### config.mk
export PLATFORM = sky130hd
export DESIGN_NAME = z80_bus_arbiter
export DESIGN_NICKNAME = d
export VERILOG_FILES = /design/src/rtl/z80_bus_arbiter.sv
export SDC_FILE = /design/constraint.sdc
export NUM_CORES = 1
export LEC_CHECK = 0
export BUFFER_PORTS_ARGS = -buffer_cell sky130_fd_sc_hd__buf_2
export CORE_ASPECT_RATIO = 2
export CORE_MARGIN = 4
export CORE_UTILIZATION = 45
export DETAILED_ROUTE_END_ITERATION = 7
export HOLD_SLACK_MARGIN = 0.08
export PLACE_DENSITY = 0.79
export SKIP_CTS_REPAIR_TIMING = 1
export SLEW_MARGIN = 40
export SYNTH_ARGS = -nofsm -noshare
export SYNTH_HDL_FRONTEND = slang
export SYNTH_SLANG_ARGS = --single-unit
### constraint.sdc
create_clock -name MCLK -period 2.1 [get_ports MCLK]
set_input_delay 0.21 -clock MCLK [delete_from_list [all_inputs] [get_ports MCLK]]
set_output_delay 0.21 -clock MCLK [all_outputs]
set_load 0.02 [all_outputs]
### src/rtl/z80_bus_arbiter.sv
// Shares Z80 work RAM between the Z80 core and a host through the BUSRQ/BUSAK handshake.
// Define ZARB_TIMEOUT_EN to build the BUSAK timeout counter and a live TIMEOUT_ERR.
module z80_bus_arbiter #(
  parameter logic [15:0] RAM_BASE = 16'h4000,
  parameter int          TIMEOUT  = 1024
) (
  input  logic        MCLK,
  input  logic        RESET,
  input  logic        HOST_REQ,
  output logic        HOST_ACK,
  input  logic        HOST_STB,
  input  logic        HOST_WE,
  input  logic [15:0] HOST_ADDR,
  input  logic [7:0]  HOST_WDATA,
  output logic [7:0]  HOST_RDATA,
  output logic        HOST_DONE,
  output logic        TIMEOUT_ERR,
  output logic        ZBUSRQ_n,
  input  logic        ZBUSAK_n,
  input  logic [15:0] ZADDR,
  input  logic [7:0]  ZWDATA,
  input  logic        ZMREQ_n,
  input  logic        ZWR_n,
  output logic [15:0] RAM_ADDR,
  output logic [7:0]  RAM_WDATA,
  output logic        RAM_WE,
  input  logic [7:0]  RAM_RDATA
);

  typedef enum logic [1:0] {
    ST_IDLE,
    ST_REQ,
    ST_GRANT,
    ST_RELEASE
  } state_t;

  typedef enum logic [1:0] {
    ACC_IDLE,
    ACC_SETUP,
    ACC_STROBE
  } acc_t;

  state_t      state_q, state_d;
  acc_t        acc_q, acc_d;
  logic        busak_m, busak_s;
  logic [15:0] acc_addr_q;
  logic [7:0]  acc_wdata_q;
  logic        acc_we_q;
  logic [7:0]  rdata_q;
  logic        done_q;
  logic        tmo_err_q;
  logic        tmo_hit;
  logic        accept;

  always_ff @(posedge MCLK) begin
    if (RESET) begin
      busak_m <= 1'b1;
      busak_s <= 1'b1;
    end else begin
      busak_m <= ZBUSAK_n;
      busak_s <= busak_m;
    end
  end

`ifdef ZARB_TIMEOUT_EN
  localparam int CNT_W = $clog2(TIMEOUT + 1);
  localparam logic [CNT_W-1:0] TMO_LAST = CNT_W'(TIMEOUT - 1);

  logic [CNT_W-1:0] tmo_cnt_q;

  // Counter sits at zero outside REQ, so every REQ entry starts a fresh count.
  always_ff @(posedge MCLK) begin
    if (RESET || state_q != ST_REQ) begin
      tmo_cnt_q <= '0;
    end else begin
      tmo_cnt_q <= tmo_cnt_q + 1'b1;
    end
  end

  assign tmo_hit = (state_q == ST_REQ) && (tmo_cnt_q == TMO_LAST);

  always_ff @(posedge MCLK) begin
    if (RESET || !HOST_REQ) begin
      tmo_err_q <= 1'b0;
    end else if (tmo_hit && busak_s) begin
      tmo_err_q <= 1'b1;
    end
  end
`else
  assign tmo_hit   = 1'b0;
  assign tmo_err_q = 1'b0;
`endif

  always_comb begin
    state_d = state_q;
    acc_d   = acc_q;
    accept  = 1'b0;
    case (state_q)
      ST_IDLE: begin
        if (HOST_REQ && !tmo_err_q) state_d = ST_REQ;
      end
      ST_REQ: begin
        if (!busak_s) begin
          state_d = ST_GRANT;
        end else if (!HOST_REQ || tmo_hit) begin
          state_d = ST_RELEASE;
        end
      end
      ST_GRANT: begin
        // A host that has dropped its request starts no new access, so release cannot be starved.
        accept = HOST_STB && HOST_REQ && (acc_q != ACC_SETUP);
        case (acc_q)
          ACC_IDLE:   if (accept) acc_d = ACC_SETUP;
          ACC_SETUP:  acc_d = ACC_STROBE;
          ACC_STROBE: acc_d = accept ? ACC_SETUP : ACC_IDLE;
          default:    acc_d = ACC_IDLE;
        endcase
        if (!HOST_REQ && acc_q == ACC_IDLE) state_d = ST_RELEASE;
      end
      ST_RELEASE: begin
        if (busak_s) state_d = ST_IDLE;
      end
      default: state_d = ST_IDLE;
    endcase
  end

  always_ff @(posedge MCLK) begin
    if (RESET) begin
      state_q     <= ST_IDLE;
      acc_q       <= ACC_IDLE;
      acc_addr_q  <= '0;
      acc_wdata_q <= '0;
      acc_we_q    <= 1'b0;
      rdata_q     <= '0;
      done_q      <= 1'b0;
    end else begin
      state_q <= state_d;
      acc_q   <= acc_d;
      if (accept) begin
        acc_addr_q  <= HOST_ADDR;
        acc_wdata_q <= HOST_WDATA;
        acc_we_q    <= HOST_WE;
      end
      done_q <= (state_q == ST_GRANT) && (acc_q == ACC_STROBE);
      if (state_q == ST_GRANT && acc_q == ACC_STROBE && !acc_we_q) begin
        rdata_q <= (acc_addr_q >= RAM_BASE) ? RAM_RDATA : 8'hFF;
      end
    end
  end

  always_comb begin
    RAM_ADDR  = ZADDR;
    RAM_WDATA = ZWDATA;
    RAM_WE    = !ZMREQ_n && !ZWR_n && (ZADDR >= RAM_BASE);
    if (state_q == ST_GRANT) begin
      RAM_ADDR  = acc_addr_q;
      RAM_WDATA = acc_wdata_q;
      RAM_WE    = (acc_q == ACC_STROBE) && acc_we_q && (acc_addr_q >= RAM_BASE);
    end
  end

  assign HOST_ACK    = (state_q == ST_GRANT);
  assign ZBUSRQ_n    = !((state_q == ST_REQ) || (state_q == ST_GRANT));
  assign HOST_RDATA  = rdata_q;
  assign HOST_DONE   = done_q;
  assign TIMEOUT_ERR = tmo_err_q;

endmodule

==> results of run 1 <==
## Yosys cell counts, types with 4 or more instances
| cell | count | area, um^2 |
|---|---|---|
| a211oi_1 | 8 | 60.1 |
| a21oi_1 | 25 | 125 |
| buf_2 | 9 | 45.0 |
| clkbuf_1 | 8 | 30.0 |
| dfxtp_1 | 40 | 801 |
| ha_1 | 5 | 62.6 |
| inv_1 | 4 | 15.0 |
| mux2_2 | 25 | 282 |
| nand2b_1 | 4 | 25.0 |
| nand3_1 | 27 | 135 |
| nor2_1 | 20 | 75.1 |
| o21ai_0 | 27 | 135 |
## per-stage QoR
step,util,setup slack [ps]
after detailed placement,0.596,210
after global routing,0.623,23.2
final,0.623,132
after floorplan,-,1.47
after CTS,0.622,52.0
after global placement,0.595,260
## layer usage
metal,routed length [um],track usage
met3,367,0.0412
met1,1880,0.186
met5,0,0
met2,3060,0.372
met4,108,0.0710
## final cells by class
class                   instances  area share
inverters                       4     0.00578
multi-input cells             160       0.409
clock inverters                 2      0.0135
well taps                      52      0.0250
repair buffers                105       0.210
clock buffers                   6      0.0279
flip-flops and latches         40       0.309
## worst min path at each step
stage,end,slack (ps),cells after the start
floorplan,busak_m,310,1
detailed placement,busak_s,400,1
CTS,busak_m,100,2
global route,busak_m,110,2
global placement,busak_s,390,1
finish,busak_m,100,2
## kinds of logic (layout without fill, tap and decap cells)
logic type	Yosys count	after routing	share of synthesized area
AO/OA/AOI/OAI	65	65	0.191
multiplexers	28	28	0.160
buffers and inverters	24	117	0.0570
AND/OR/NAND/NOR	61	61	0.153
flip-flops	40	40	0.406
adder cells (fa/ha/maj)	5	5	0.0317
other	1	1	0.00190
## worst max-delay path: cells and delay by family, from the launching register on
family                   cells  cell delay, ps
adder cells (fa/ha/maj)      1             240
AND/OR/NAND/NOR              1             170
buffers and inverters        3             480
AO/OA/AOI/OAI                2             200
flip-flops                   1             370
## power breakdown
group | switching, mW | internal (mW) | total (mW)
registers | 0.0414 | 0.809 | 0.850
clock network | 0.258 | 0.353 | 0.611
logic | 0.562 | 0.446 | 1.01
total | 0.861 | 1.61 | 2.47
## sequential cells by signal, indices dropped and copies added, names as in the netlist
signal / count
acc_addr_q: 16
HOST_RDATA: 8
acc_wdata_q: 8
acc_q: 2
state_q: 2
HOST_DONE: 1
acc_we_q: 1
busak_m: 1
busak_s: 1
==> run metrics, run 1 <==
Pleak 1.12 nW; Setup crit start kind flip-flop; commonest non-fill, non-tap cell in the layout buf_2; ratio of cells with drive above 1 in the final layout 0.451; Post-Layout Cell Count 369; reg-to-reg startpoint state_q[0]; vias after detailed routing 1959; most frequent cells in the layout 99 x buf_2, 39 x dfxtp_1, 27 x o21ai_0, 27 x nand3_1; Final Hold Viols 0; VDD IR max 0.688 mV; gp weighted congestion 0.733; largest fanout on the critical path 12; wire length per cell 14.7 um; # DRC 0; 1st-iter DRT viols 26; Worst Setup End Kind output port; root buf cell clkbuf_8; Tot GR Track Use 0.194; Synth warnings 0; CTS Buffer Depth 2; multi-input logic area 1060 um^2; number of global-route vias before repair 1840; Synth cell types 28; Synth Instances 224; Fin Setup TNS 0 ps; EDFF count, synth 0; Die Ht 102 um; largest net degree at the start of global routing 27; die area 5580 um^2; crit path DAT 1760 ps; # diodes 0; Mean Syn Cell Area 8.81 um^2; clock-pin slew on the worst setup and hold paths 80 ps; RR Endpoint state_q[0]; num rows 33; sequential element share of the synthesized area 0.406; antenna violations before repair 0; fmax 0.508 GHz; final worst-path cycle share 0.937; flop2flop setup slack 240 ps; Clock Latency Late Sink 290 ps; hold_sp ZBUSAK_n; Syn-to-layout area delta 31.6%; max-cap violations 0; final antenna-violating net count 0; Sink Count 40; Starting Density 0.473; worst path cell trace inv_1 > ha_1 > buf_4 > nor3_1 > o21ai_0 > o31ai_1 > buf_2; outcome finished clean; I/O Pins 101; Register Area 802 um^2; WHS 101 ps; drt first pass iters 4; DPL Wire Length 4150 um; number of synthesized register bits 40; Worst slew margin 0.509; Filler cells 394; Max Slew Vio Count 0; ys async rst share 0; GR Overflow Total 0; clock tree from TritonCTS built; # setup viols final 0; IO buf count 99; HP Class in -> reg; critical path launch point state_q[0]; dpl cell area 2480 um^2; Critical Path Slowest Stage Cell dfxtp_2; Worst-Margin Slew 736 ps; Placeable Area 4170 um^2; htree depth 2; nets@finish 385; CP peak stage delay 370 ps; Final Skew 9.07 ps; DP Cell Count 361; unrepaired setup endpoints after global routing false; drt via density 5.31; Synth Flop Type dfxtp_1; power consumption 2.47 mW; reg2reg path depth 6; crit path to RAM_WE; global-route wire length before repair 8070 um; crit path time final 1970 ps; Req. time, crit path 1890 ps; CTS Buf Count 5; final instance area 2600 um^2; syn_nets 293; Post-Route WL 5420 um; Die Wd 54.8 um; Worst Setup Path Type reg -> out; area of the mapped netlist 1970 um^2; Pwr per Cell Area 951 nW/um^2
No activity file was read; power rests on OpenSTA's default activity.
==> inputs of run 2 (changes only) <==
--- a/config.mk
+++ b/config.mk
@@ -6,7 +6,7 @@
 export NUM_CORES = 1
 export LEC_CHECK = 0
 export BUFFER_PORTS_ARGS = -buffer_cell sky130_fd_sc_hd__buf_2
-export CORE_ASPECT_RATIO = 2
+export CORE_ASPECT_RATIO = 1.75
 export CORE_MARGIN = 4
 export CORE_UTILIZATION = 45
 export DETAILED_ROUTE_END_ITERATION = 7
==> run metrics, run 2 (synthesized netlist as in run 1, its figures left out) <==
outcome finished clean; Post-Route WL 5120 um (-5.5%); nets@finish 386 (+0.26%); clock tree from TritonCTS built; Final Hold Viols 0 (unchanged); Worst slew margin 0.669 (+0.160); DPL Wire Length 3970 um (-4.3%); # DRC 0 (unchanged); CTS Buf Count 5 (unchanged); antenna violations before repair 0 (unchanged); # diodes 0 (unchanged); Die Ht 95.6 um (-6.0%); # setup viols final 0 (unchanged); Max Slew Vio Count 0 (unchanged); WHS 101 ps (+0.362 ps); worst path cell trace inv_1 > ha_2 > buf_6 > mux2_2 > buf_2; Worst-Margin Slew 495 ps (-241 ps); HP Class in -> reg; 1st-iter DRT viols 64 (+150%); Pleak 1.14 nW (+1.4%); Critical Path Slowest Stage Cell mux2_2; commonest non-fill, non-tap cell in the layout buf_2; delay-heaviest family, CP buffers and inverters; Final Skew 9.39 ps (+0.317 ps); htree depth 2 (unchanged); ratio of cells with drive above 1 in the final layout 0.459 (+0.00802); Syn-to-layout area delta 33.1%; global-route wire length before repair 8220 um (+1.9%); Sink Count 40 (unchanged); I/O Pins 101 (unchanged); Tot GR Track Use 0.187 (-0.00725); Starting Density 0.471 (-0.00212); final worst-path cycle share 0.935 (-0.00284); Worst Setup Path Type reg -> out; DP Cell Count 359 (-0.55%); gp weighted congestion 0.758 (+3.4%); fmax 0.510 GHz (+0.30%); crit path DAT 1750 ps (about the same); max reg flops 16 (unchanged); Largest Register acc_addr_q; crit path time final 1960 ps (-5.96 ps); CTS Buffer Depth 2 (unchanged); unrepaired setup endpoints after global routing false; number of global-route vias before repair 1835 (-0.27%); final worst setup slack 137 ps (+5.96 ps); dpl cell area 2490 um^2 (about the same); num rows 31 (-6.1%); most frequent cells in the layout 99 x buf_2, 39 x dfxtp_1, 27 x o21ai_0, 27 x nand3_1; final antenna-violating net count 0 (unchanged); CP peak stage delay 360 ps (about the same); final instance area 2630 um^2 (+1.2%); largest net degree at the start of global routing 26 (-3.7%); drt via density 5.30 (-0.22%); max-cap violations 0 (unchanged); Req. time, crit path 1890 ps (about the same); Setup crit start kind flip-flop; Pwr per Cell Area 969 nW/um^2 (+1.9%); die area 5550 um^2 (-0.40%); drt first pass iters 4 (unchanged); IO buf count 99 (unchanged); Post-Layout Cell Count 367 (-0.54%); Die Wd 58.1 um (+5.9%); VDD IR max 0.699 mV (+1.6%); Placeable Area 4190 um^2 (+0.45%); WP buf/inv 3 (unchanged); GR Overflow Total 0 (unchanged); largest fanout on the critical path 16 (+4); vias after detailed routing 1944 (-0.77%); clock-pin slew on the worst setup and hold paths 70 ps (about the same); root buf cell clkbuf_8; dpl ws 179 ps (-31.1 ps); wire length per cell 13.9 um (-5.0%); Worst Setup End Kind output port; Clock Latency Late Sink 290 ps (about the same)
run 2: cell types whose count changed in the layout (fill, tap and decap cells not counted):
cell	delta
ha_2	+1
clkbuf_8	+2
nand2b_1	+1
buf_6	+1
nor3_1	-1
clkbuf_1	-1
nand2b_2	-1
clkinv_2	-1
nor3_2	+1
ha_1	-1
run 2: cell type report:
type	count	area, um^2
flip-flops and latches	40	802
inverters	4	15.0
repair buffers	106	556
clock inverters	1	30.0
well taps	49	61.3
multi-input cells	160	1070
fillers	395	1560
clock buffers	7	96.3
run 2: power breakdown:
part           switching [mW]  internal [mW]  total [mW]
registers              0.0385          0.809       0.847
clock network           0.256          0.419       0.676
logic                   0.566          0.459        1.02
run 2: final timing paths:
check,startpoint,to,slack (ps),depth (start not counted)
min,ZBUSAK_n,busak_m,100,2
max reg2reg,state_q[0],HOST_RDATA[7],260,6
min reg2reg,busak_m,busak_s,420,1
max,state_q[0],RAM_ADDR[8],140,5
run 2: routing by layer:
metal / GRT usage / wire length [um]
met3: 0.0393 / 423
met4: 0.0658 / 116
met1: 0.205 / 1930
met2: 0.345 / 2650
met5: 0 / 0
run 2: through the flow:
step | setup TNS [ps] | power (mW) | util
2_1_floorplan | 0 | 1.58 | -
3_3_place_gp | 0 | 1.85 | 0.593
3_5_place_dp | 0 | 1.88 | 0.593
4_1_cts | -23.8 | 2.55 | 0.624
5_1_grt | 0 | 2.68 | 0.628
6_report | 0 | 2.55 | 0.628
run 2: worst reg2reg max path, stage by stage (launching register included):
cell	delay (ps)
dfxtp_2	340
inv_1	130
ha_2	260
buf_6	190
and4bb_1	530
nor2_1	80
a211oi_1	220
